**config.mk**
```make
export PLATFORM = sky130hd
export DESIGN_NAME = bram_client
export DESIGN_NICKNAME = d
export VERILOG_FILES = /design/src/rtl/bram_pkg.sv /design/src/rtl/bram_resp_fifo.sv /design/src/rtl/bram_client.sv
export SDC_FILE = /design/constraint.sdc
export NUM_CORES = 1
export LEC_CHECK = 0
export BUFFER_PORTS_ARGS = -buffer_cell sky130_fd_sc_hd__buf_2
export CAP_MARGIN = 15
export CORE_ASPECT_RATIO = 0.75
export CORE_MARGIN = 8
export CORE_UTILIZATION = 49
export DETAILED_ROUTE_END_ITERATION = 8
export GPL_TIMING_DRIVEN = 0
export HOLD_SLACK_MARGIN = 0.08
export PLACE_DENSITY_LB_ADDON = 0.08
export SYNTH_ARGS = -nofsm -noshare
export SYNTH_HDL_FRONTEND = slang
export SYNTH_SLANG_ARGS = --single-unit
```
**constraint.sdc**
```tcl
create_clock -name clk -period 2.9 [get_ports clk]
set_clock_uncertainty 0.15 [all_clocks]
set_input_delay 0.29 -clock clk [delete_from_list [all_inputs] [get_ports clk]]
set_output_delay 0.29 -clock clk [all_outputs]
set_load 0.01 [all_outputs]
```
**src/rtl/bram_pkg.sv**
```systemverilog
// Shared types and constants for the BRAM client front end and its response queue.
package bram_pkg;

    localparam int BRAM_ADDR_WIDTH     = 10;
    localparam int BRAM_DATA_WIDTH     = 32;
    localparam int BRAM_BYTES_PER_WORD = BRAM_DATA_WIDTH / 8;

    localparam int RESP_DEPTH       = 2;
    localparam int RESP_COUNT_WIDTH = $clog2(RESP_DEPTH + 1);

    typedef logic [BRAM_ADDR_WIDTH-1:0]     addr_t;
    typedef logic [BRAM_BYTES_PER_WORD-1:0] strobe_t;
    typedef logic [BRAM_DATA_WIDTH-1:0]     word_t;
    typedef logic [RESP_COUNT_WIDTH-1:0]    resp_count_t;

    typedef struct packed {
        word_t data;
        logic  write;
    } resp_entry_t;

endpackage

```
**src/rtl/bram_resp_fifo.sv**
```systemverilog
// Two-entry response queue holding read/write results that the consumer has not yet taken.
module bram_resp_fifo
    import bram_pkg::*;
#(
    parameter int DATA_WIDTH = BRAM_DATA_WIDTH
) (
    input  logic                  clk,
    input  logic                  reset,
    input  logic                  push,
    input  logic [DATA_WIDTH-1:0] push_data,
    input  logic                  push_write,
    input  logic                  pop,
    output resp_count_t           count,
    output logic                  empty,
    output logic [DATA_WIDTH-1:0] head_data,
    output logic                  head_write
);

    logic [DATA_WIDTH-1:0] mem_data  [RESP_DEPTH];
    logic                  mem_write [RESP_DEPTH];
    logic                  wr_ptr;
    logic                  rd_ptr;

    // Pointers are a single bit each, so they wrap naturally at the depth of two.
    always_ff @(posedge clk or posedge reset) begin
        if (reset) begin
            wr_ptr <= 1'b0;
            rd_ptr <= 1'b0;
            count  <= '0;
            for (int i = 0; i < RESP_DEPTH; i++) begin
                mem_data[i]  <= '0;
                mem_write[i] <= 1'b0;
            end
        end else begin
            if (push) begin
                mem_data[wr_ptr]  <= push_data;
                mem_write[wr_ptr] <= push_write;
                wr_ptr            <= ~wr_ptr;
            end
            if (pop) begin
                rd_ptr <= ~rd_ptr;
            end
            case ({push, pop})
                2'b10:   count <= count + resp_count_t'(1);
                2'b01:   count <= count - resp_count_t'(1);
                default: count <= count;
            endcase
        end
    end

    assign empty      = (count == '0);
    assign head_data  = mem_data[rd_ptr];
    assign head_write = mem_write[rd_ptr];

endmodule

```
**src/rtl/bram_client.sv**
```systemverilog
// Initiator front end for one BRAM port: issues word requests, hides the one-cycle read
// latency and returns in-order responses over a back-pressured channel.
module bram_client
    import bram_pkg::*;
#(
    parameter int ADDR_WIDTH     = BRAM_ADDR_WIDTH,
    parameter int DATA_WIDTH     = BRAM_DATA_WIDTH,
    parameter int BYTES_PER_WORD = DATA_WIDTH / 8
) (
    input  logic                      clk,
    input  logic                      reset,
    input  logic                      req_valid,
    output logic                      req_ready,
    input  logic [ADDR_WIDTH-1:0]     req_addr,
    input  logic [BYTES_PER_WORD-1:0] req_strobe,
    input  logic [DATA_WIDTH-1:0]     req_data,
    output logic                      resp_valid,
    input  logic                      resp_ready,
    output logic [DATA_WIDTH-1:0]     resp_data,
    output logic                      resp_write,
    output logic                      bram_en,
    output logic [BYTES_PER_WORD-1:0] bram_write_en,
    output logic [ADDR_WIDTH-1:0]     bram_addr,
    output logic [DATA_WIDTH-1:0]     bram_data_in,
    input  logic [DATA_WIDTH-1:0]     bram_data_out
);

    logic                  fire;
    logic                  inflight;
    logic                  inflight_write;
    logic                  warmup;
    resp_count_t           fifo_count;
    resp_count_t           occupancy;
    logic                  fifo_empty;
    logic [DATA_WIDTH-1:0] head_data;
    logic                  head_write;
    logic                  push;
    logic                  pop;

    // Acceptance depends only on registered state, so resp_ready never reaches req_ready.
    assign occupancy = fifo_count + resp_count_t'(inflight);
    assign req_ready = !warmup && (occupancy < resp_count_t'(RESP_DEPTH));
    assign fire      = req_valid && req_ready;

    assign bram_en       = fire;
    assign bram_write_en = fire ? req_strobe : '0;
    assign bram_addr     = req_addr;
    assign bram_data_in  = req_data;

    // Warmup masks the first cycle after reset release while the BRAM output register settles.
    always_ff @(posedge clk or posedge reset) begin
        if (reset) begin
            warmup         <= 1'b1;
            inflight       <= 1'b0;
            inflight_write <= 1'b0;
        end else begin
            warmup         <= 1'b0;
            inflight       <= fire;
            inflight_write <= fire && (req_strobe != '0);
        end
    end

    // Older queued responses take priority; otherwise fresh BRAM data bypasses the queue.
    always_comb begin
        resp_valid = 1'b0;
        resp_data  = '0;
        resp_write = 1'b0;
        push       = 1'b0;
        pop        = 1'b0;
        if (!fifo_empty) begin
            resp_valid = 1'b1;
            resp_data  = head_data;
            resp_write = head_write;
            pop        = resp_ready;
            push       = inflight;
        end else if (inflight) begin
            resp_valid = 1'b1;
            resp_data  = bram_data_out;
            resp_write = inflight_write;
            push       = !resp_ready;
        end
    end

    bram_resp_fifo #(
        .DATA_WIDTH (DATA_WIDTH)
    ) u_resp_fifo (
        .clk        (clk),
        .reset      (reset),
        .push       (push),
        .push_data  (bram_data_out),
        .push_write (inflight_write),
        .pop        (pop),
        .count      (fifo_count),
        .empty      (fifo_empty),
        .head_data  (head_data),
        .head_write (head_write)
    );

endmodule

```
==> impl_metrics.env <==
export IMPL_outcome="complete, no violations"
export IMPL_pin_count=164
export IMPL_path_class="reg -> out"
export IMPL_total_number_of_vias=3049
export IMPL_ys_warnings_count=0
export IMPL_synthDistinctLibCells=29
export IMPL_timing_limited_maximum_frequency_mhz=387.0
export IMPL_place_hpwl_mm=7.339
export IMPL_crit_end_category="output port"
export IMPL_worst_skew_pair_late_latency_ns=0.35
export IMPL_groute_usage_overall=0.1850
export IMPL_dr_pass1_iters=6
export IMPL_remaining_design_rule_violation_count=0
export IMPL_floorplan_die_height_microns=95.44
export IMPL_power_density_cell_area_nw_per_um2=972.1
export IMPL_worstPathBufferInverterCount=4
export IMPL_global_route_overflow_total=0
export IMPL_netlist_instances=330
export IMPL_syn_mean_instance_area_sq_um=12.49
export IMPL_clockBufferDepth=2
export IMPL_worstPathMaxFanout=10
export IMPL_area_growth_pct=31.81
export IMPL_core_area_sq_um=8309
export IMPL_nNetsFinal=580
export IMPL_place_gp_congestion=0.7073
export IMPL_clock_sinks=73
export IMPL_port_buffers=121
export IMPL_hold_violations=0
export IMPL_cts_resized=0
export IMPL_cp_slowest_cell="dfrtp_1"
export IMPL_tritoncts="yes"
export IMPL_rsz0062_at_grt="false"
export IMPL_clk_root_buffer_cell="clkbuf_8"
export IMPL_grt_pass1_vias=3317
export IMPL_drt_wl_total_mm=10.48
export IMPL_worst_slew_margin_rel=0.6477
export IMPL_clkTransAtPathRegs_ns=0.06
export IMPL_synth_ff_latch_count=73
export IMPL_grt_antenna_before_repair=0
export IMPL_synthesis_nets=413
export IMPL_count_of_flip_flops_with_a_built_in_enable_after_synthesis=0
export IMPL_asyncSetResetFlopFracSynth=1.000
export IMPL_postCtsSetupBuffers=0
export IMPL_ctsHtreeMaxLevel=3
export IMPL_netlist_area_before_placement_sq_um=4123
export IMPL_via_per_inst=4.998
export IMPL_max_cap_viol_count=0
export IMPL_finalWorstPathRequiredPeriod_ns=2.584
export IMPL_post_route_cells_drive_above_1_share=0.5279
export IMPL_worst_hold_slack_ns=0.1411
export IMPL_ir_drop_mv=0.5455
export IMPL_worst_setup_path_startpoint="u_resp_fifo.count[0]"
export IMPL_final_min_period_over_clock_period=0.8909
export IMPL_die_area_sq_um=11640
export IMPL_diodes=0
export IMPL_synth_main_ff_cell="dfrtp_1"
export IMPL_grt_max_degree=39
export IMPL_die_width_microns=121.9
export IMPL_holdBufCountCts=34
export IMPL_critical_path_required_ns=2.46
export IMPL_total_leakage_power_nw=2.723
export IMPL_setup_violations_final=0
export IMPL_final_number_of_max_transition_violations=0
export IMPL_critPathArrivalTime_ns=2.14
export IMPL_drt_initial_drc_count=182
export IMPL_max_slew_worst_pin_slew_ns=0.5285
export IMPL_r2r_start="u_resp_fifo.count[0]"
export IMPL_min_delay_path_class="in -> reg"
export IMPL_timing_critical_path_slowest_cell_delay_ns=0.38
export IMPL_yosysSeqAreaShare=0.4434
export IMPL_cell_repeated_most_along_the_worst_path="buf_2"
export IMPL_initial_core_util=0.4962
export IMPL_worstSetupStartpointType="register"
export IMPL_holdCritStartpoint="req_strobe[3]"
export IMPL_drt_antenna_violating_nets=0
export IMPL_worstPathCellList="buf_6 -> nor2_1 -> buf_2 -> buf_2 -> nand3_1 -> o21ai_0 -> buf_2"
export IMPL_core_rowCount=29
export IMPL_cp_delay_by_family_top="buffers and inverters"
export IMPL_grt_pass1_wl_mm=17.09
export IMPL_fin_setup_tns_ns=0
export IMPL_avgRoutedWirePerCell_microns=17.19
export IMPL_tritoncts_num_buffers=9
flip-flops by register name, summed over array words and instances, names as in the netlist:
name	cells
u_resp_fifo.wr_ptr	1
u_resp_fifo.mem_data	64
warmup	1
u_resp_fifo.count	2
u_resp_fifo.mem_write	2
inflight_write	1
inflight	1
u_resp_fifo.rd_ptr	1
stage by stage:
| step | area, sq um | std cells | total power, W | util | setup WS (ns) |
|---|---|---|---|---|---|
| 2_1_floorplan | 4123 | 330 | 0.003622 | - | 0.6084 |
| 3_3_place_gp | 4863 | 559 | 0.004395 | 0.5853 | -0.3842 |
| 4_1_cts | 5434 | 610 | 0.005340 | 0.6540 | 0.3178 |
| 3_5_place_dp | 4886 | 560 | 0.004438 | 0.5880 | 0.7052 |
| 5_1_grt | 5434 | 610 | 0.005645 | 0.6540 | 0.1431 |
| 6_report | 5434 | 610 | 0.005282 | 0.6540 | 0.3163 |
power by group:
part           internal (W)  switching (W)
logic               0.00143        0.00122
clock network      0.000468       0.000365
registers           0.00152       0.000284
kinds of logic after synthesis:
family | synth area share
fa+ha+maj | 0.003034
flops | 0.4434
other cells | 0.0009096
buf+inv | 0.1138
simple gates | 0.07011
xor+xnor | 0.01062
mux | 0.3150
compound gates | 0.04310
layer usage:
| layer | vias to the layer above | GRT usage | share of wire | wire length, microns |
|---|---|---|---|---|
| met5 | - | 0 | 0 | 0 |
| met3 | 12 | 0.06627 | 0.076 | 794 |
| met4 | 0 | 0.05015 | 0.012 | 121 |
| met1 | 1481 | 0.2454 | 0.46 | 4840 |
| met2 | 101 | 0.2805 | 0.45 | 4728 |
| li1 | 1455 | - | - | - |
area by class of cell:
class / instances / area, sq um
multi-input combinational: 191 / 1826
buffer: 64 / 461.7
tap: 108 / 135.1
timing repair buffer: 156 / 965.9
sequential: 73 / 1828
clock buffer: 14 / 172.7
clock inverter: 2 / 35.03
fill: 661 / 2875
inverter: 2 / 10.01
tightest hold or removal path, delay by kind of cell:
family        cells  cell delay (ns)
simple gates      2             0.23
buf+inv           1             0.08
Yosys cell counts, types with 2 or more instances:
cell type | count | area (sq um)
inv_1 | 2 | 7.510
buf_6 | 7 | 78.83
buf_2 | 9 | 45.04
nand2_1 | 2 | 7.510
nand3_1 | 34 | 170.2
nor2_1 | 2 | 7.510
mux2i_1 | 33 | 330.3
mux2_4 | 60 | 900.9
xnor2_1 | 3 | 26.28
xor2_1 | 2 | 17.52
mux2_2 | 6 | 67.56
o21ai_0 | 33 | 165.2
clkbuf_1 | 3 | 11.26
dfrtp_1 | 72 | 1802
buf_4 | 42 | 315.3
buf_1 | 3 | 11.26
and3_1 | 5 | 31.28
path summary, 6_finish.rpt:
check / slack [ns] / end / cells after the start
max in group asynchronous: 1.61 / warmup / 4
worst max register to register: 1.05 / u_resp_fifo.count[1] / 6
min in group asynchronous: 0.35 / u_resp_fifo.mem_data[21] / 3
worst max-delay path: 0.32 / resp_data[16] / 7
worst min-delay path: 0.14 / inflight_write / 3
worst min register to register: 0.36 / u_resp_fifo.mem_data[11] / 1
placed cells by master (no fill, tap or decap), types with 2 or more instances in the layout:
cell           count
buf_2            130
o21ai_0           33
buf_4             42
nor2_1             2
and3_1             5
mux2i_1           33
buf_1              3
clkbuf_8          12
dlygate4sd3_1     34
mux2_4            60
nand3_1           34
xnor2_1            3
dfrtp_1           72
clkbuf_1           5
xor2_1             2
nand2_1            2
mux2_2             6
buf_6              7
(Power assumes the default switching activity.)
